==> src/rtl/avalon_host_pkg.sv <==
// Shared types and helpers for the Avalon host master: FSM state encoding
// and the width of the read-timeout counter.
package avalon_host_pkg;

  typedef enum logic [1:0] {
    IDLE,
    ISSUE,
    WAIT,
    RESP
  } state_t;

  // A TIMEOUT of 2 still needs one bit to hold counts 0 and 1.
  function automatic int timer_width(input int timeout);
    return ($clog2(timeout) < 1) ? 1 : $clog2(timeout);
  endfunction

endpackage

==> src/rtl/avalon_host_timeout.sv <==
// Read-timeout counter: synchronous clear, count enable, and a terminal-count
// flag at TIMEOUT-1. It stops counting at the terminal count and never wraps.
module avalon_host_timeout
  import avalon_host_pkg::*;
#(
  parameter int TIMEOUT = 16
) (
  input  logic clk,
  input  logic reset,
  input  logic clear,
  input  logic enable,
  output logic expired
);

  localparam int TW = timer_width(TIMEOUT);

  logic [TW-1:0] count;

  assign expired = (count == TW'(TIMEOUT - 1));

  always_ff @(posedge clk or posedge reset) begin
    if (reset) begin
      count <= '0;
    end else if (clear) begin
      count <= '0;
    end else if (enable && !expired) begin
      count <= count + TW'(1);
    end
  end

endmodule

==> src/rtl/avalon_host_master.sv <==
// Avalon-style initiator: turns one valid/ready command into a single
// read/write strobe and returns one response, with a read timeout.
module avalon_host_master
  import avalon_host_pkg::*;
#(
  parameter int ADDRWIDTH = 8,
  parameter int DATAWIDTH = 32,
  parameter int TIMEOUT   = 16
) (
  input  logic                 clk,
  input  logic                 reset,
  input  logic                 cmd_valid,
  output logic                 cmd_ready,
  input  logic                 cmd_write,
  input  logic [ADDRWIDTH-1:0] cmd_address,
  input  logic [DATAWIDTH-1:0] cmd_data,
  output logic                 rsp_valid,
  input  logic                 rsp_ready,
  output logic [DATAWIDTH-1:0] rsp_data,
  output logic                 rsp_error,
  output logic                 read,
  output logic                 write,
  output logic [ADDRWIDTH-1:0] address,
  output logic [DATAWIDTH-1:0] data_out,
  input  logic                 read_valid,
  input  logic [DATAWIDTH-1:0] data_in,
  output logic                 stray_read
);

  state_t state;
  logic   cap_write;
  logic   timer_expired;

  // The timer is zeroed while the strobe is out, so WAIT always starts at 0.
  avalon_host_timeout #(
    .TIMEOUT(TIMEOUT)
  ) u_timeout (
    .clk    (clk),
    .reset  (reset),
    .clear  (state == ISSUE),
    .enable (state == WAIT),
    .expired(timer_expired)
  );

  always_ff @(posedge clk or posedge reset) begin
    if (reset) begin
      state      <= IDLE;
      cap_write  <= 1'b0;
      cmd_ready  <= 1'b1;
      read       <= 1'b0;
      write      <= 1'b0;
      address    <= '0;
      data_out   <= '0;
      rsp_valid  <= 1'b0;
      rsp_data   <= '0;
      rsp_error  <= 1'b0;
      stray_read <= 1'b0;
    end else begin
      // NOTE: strobes default low every cycle so they can only ever be one-cycle pulses.
      read  <= 1'b0;
      write <= 1'b0;

      // A reply arriving while no read is pending (e.g. after a timeout) is dropped but flagged.
      if (read_valid && state != WAIT) begin
        stray_read <= 1'b1;
      end

      case (state)
        IDLE: begin
          if (cmd_valid) begin
            cap_write <= cmd_write;
            address   <= cmd_address;
            data_out  <= cmd_data;
            cmd_ready <= 1'b0;
            write     <= cmd_write;
            read      <= !cmd_write;
            state     <= ISSUE;
          end
        end
        ISSUE: begin
          if (cap_write) begin
            rsp_data  <= '0;
            rsp_error <= 1'b0;
            rsp_valid <= 1'b1;
            state     <= RESP;
          end else begin
            state <= WAIT;
          end
        end
        WAIT: begin
          if (read_valid) begin
            rsp_data  <= data_in;
            rsp_error <= 1'b0;
            rsp_valid <= 1'b1;
            state     <= RESP;
          end else if (timer_expired) begin
            rsp_data  <= '0;
            rsp_error <= 1'b1;
            rsp_valid <= 1'b1;
            state     <= RESP;
          end
        end
        RESP: begin
          if (rsp_ready) begin
            rsp_valid <= 1'b0;
            cmd_ready <= 1'b1;
            state     <= IDLE;
          end
        end
        default: state <= IDLE;
      endcase
    end
  end

endmodule
==> config.mk <==
export PLATFORM = sky130hd
export DESIGN_NAME = avalon_host_master
export DESIGN_NICKNAME = d
export VERILOG_FILES = /design/src/rtl/avalon_host_pkg.sv /design/src/rtl/avalon_host_timeout.sv /design/src/rtl/avalon_host_master.sv
export SDC_FILE = /design/constraint.sdc
export NUM_CORES = 1
export LEC_CHECK = 0
export BUFFER_PORTS_ARGS = -buffer_cell sky130_fd_sc_hd__buf_2
export CORE_MARGIN = 5
export CORE_UTILIZATION = 25
export CTS_BUF_LIST = sky130_fd_sc_hd__clkbuf_4 sky130_fd_sc_hd__clkbuf_8
export CTS_CLUSTER_DIAMETER = 80
export DETAILED_ROUTE_END_ITERATION = 16
export SETUP_SLACK_MARGIN = 0.2
export SLEW_MARGIN = 5
export SYNTH_ARGS = -nofsm -noshare
export SYNTH_HDL_FRONTEND = slang
export SYNTH_HIERARCHICAL = 1
export SYNTH_SLANG_ARGS = --single-unit
==> constraint.sdc <==
create_clock -name clk -period 3.3 [get_ports clk]
set_input_delay 0.66 -clock clk [delete_from_list [all_inputs] [get_ports clk]]
set_output_delay 0.66 -clock clk [all_outputs]
set_load 0.05 [all_outputs]
==> flow_summary.toml <==
[clock_network]
post_cts_resize_count = 0
cts.sinks = 85
cts-root-buf = "clkbuf_8"
cts_tree = "built"
cts.clk_slew.worst_paths_ps = 80
clk_latency_ps = 350
cts_max_path_buffers = 2
hold_buffers = 0
cts-htree-levels = 3
cts_setup_buffers = 0
numCtsBuffers = 9

[timing]
hold_viol_final = 0
fmax_mhz = 465
rsz0062_at_grt = "false"
tightest_slew_ps = 944
slew_headroom_pct = 36.8
setup_viol = 0
period_needed_ps = 2150
fin_skew_ps = 5.44
fin_crit_sh_pct = 65.2
setup-tns-final_ps = 0
drv_slew = 0

[routing]
drtIter0Drc = 89
firstDrtPassIters = 5
vias = 2795
wl_per_cell_microns = 14.6
remaining_drc_errors = 0
ant_nets = 0
routed_wl_microns = 9180
drt-vias-per-instance = 4.44

[floorplanning]
start_util_pct = 25.6
ios = 156
rows = 43
die_w_microns = 130
dieArea_sq_um = 16800
coreArea_sq_um = 14000
die_h_microns = 130

[global_routing]
antenna_found_initial = 0
grt_max_degree = 48
track_usage_pct = 10.8
grt_pass1_vias = 2870
grt_pass1_wl_microns = 14200
overflow = 0

[placed_design]
io_buffers = 155
hpwl_microns = 6800
gp_congestion = 0.751

[yosys]
ys_seq_area_share_pct = 59.3
yosysUniqueCellTypes = 32
yosys_register_bits = 85
syn-num-nets = 381
syn-cell-area_sq_um = 3590
synth.avg_cell_area_sq_um = 12.2
yosys_warnings = 6
synthCells = 294

[worst_setup_path]
crit_chain = "inv_1 -> ha_1 -> nand2_2 -> mux2_2"
endpoint_kind = "flip-flop"
slowest_delay_ps = 710
critPathKind = "flip-flop to flip-flop"
arrival_ps = 2390
start_kind = "flip-flop"
cp.required_ps = 3540
slowest_stage = "nand2_2"
critPathMaxFanout = 41

[job]
max-cap-violations = 0

[final_layout]
final_common_cell = "buf_2"
n_fill_cell = 1469
diodes = 0
most-common-layout-cells = "buf_2 (155), dfrtp_1 (84), mux2_2 (44)"
syn_to_final_growth_pct = 33.4
layout.nets = 533
drive_gt1_share_pct = 50.7

[run_status]
outcome = "finished clean"

[min_path]
min_path_type = "primary input to asynchronous set/reset pin"
==> metal layers <==
metal	track usage (%)	share of wire [%]
met1	12.7	40
met2	18.1	53
met3	3.03	4.7
met4	5.68	2.6
met5	0	0
==> critical path: cells and delay by family (launching register included) <==
kind | cells | cell delay, ps
adders and majority gates | 1 | 280
buffers and inverters | 1 | 150
DFF | 1 | 450
muxes | 1 | 420
and+or+nand+nor | 1 | 710
==> layout make-up <==
| class | instances | area [sq um] | share of cell area (%) |
|---|---|---|---|
| timing repair buffer | 159 | 818 | 17.1 |
| sequential | 85 | 2130 | 44.5 |
| inverter | 37 | 140 | 2.93 |
| clock buffer | 10 | 131 | 2.75 |
| tap | 180 | 225 | 4.71 |
| multi-input combinational | 154 | 1240 | 25.9 |
| clock inverter | 5 | 100 | 2.09 |
==> Yosys cell counts <==
cell type	instances	area share (%)
a211oi_1	1	0.21
or2_2	1	0.17
o21ai_1	10	1.4
a21o_1	1	0.21
and4b_2	1	0.31
nor2_1	3	0.31
clkbuf_1	10	1.0
dfstp_2	1	0.73
and3_1	2	0.35
o21ai_0	23	3.2
inv_1	37	3.9
o41ai_1	2	0.49
ha_1	9	3.1
buf_2	7	0.98
nor3_1	2	0.28
mux2_4	1	0.42
nand2b_1	3	0.52
nand2_1	2	0.21
dfrtp_1	84	59
nand4_1	32	5.6
a21oi_1	3	0.42
buf_6	1	0.31
o21bai_1	1	0.21
a22oi_1	1	0.21
a22o_1	1	0.24
nor3b_4	1	0.52
mux2_2	44	14
nor2b_4	1	0.38
mux2i_1	1	0.28
or4_1	1	0.21
nor2b_1	6	1.0
and3_4	1	0.31
==> logic make-up (layout without fill, tap and decap cells) <==
group,after synthesis,after routing,synth area share (%)
multiplexers,46,46,14.5
AND/OR/NAND/NOR,56,56,10.2
adder cells (fa/ha/maj),9,9,3.14
buffers and inverters,55,211,6.21
flip-flops,85,85,59.3
AO/OA/AOI/OAI,43,43,6.59
==> flip-flops by register name, summed over array words and instances, names as in the netlist <==
name / count
address: 8
cap_write: 1
cmd_ready: 1
data_out: 32
read: 1
rsp_data: 32
rsp_error: 1
rsp_valid: 1
state: 2
stray_read: 1
u_timeout/count: 4
write: 1
==> stage by stage <==
step	cells	util, %	hold WS [ps]	area [sq um]	setup slack (ps)
floorplan	294	-	426	3590	562
global placement	615	32.5	437	4550	1120
detailed placement	615	32.5	448	4550	1070
CTS	630	34.2	167	4780	1120
global route	630	34.2	193	4780	979
finish	630	34.2	196	4780	1150
==> final timing paths <==
check	start	endpoint	slack [ps]	depth (start not counted)
setup / recovery	state[0]$_DFFE_PP0P_	address[7]$_DFFE_PP0P_	1150	4
hold / removal	reset	u_timeout/count[0]$_DFFE_PP0P_	200	2
setup reg to reg	state[0]$_DFFE_PP0P_	address[7]$_DFFE_PP0P_	1150	4
hold reg to reg	stray_read$_DFFE_PP0P_	stray_read$_DFFE_PP0P_	460	1
max in group asynchronous	reset	cmd_ready$_DFFE_PP1P_	2240	3
min in group clk	stray_read$_DFFE_PP0P_	stray_read$_DFFE_PP0P_	460	1
Power is left out: the tool's default activity adds up to more than one toggle a clock period on the data nets, which glitch-free logic cannot reach.
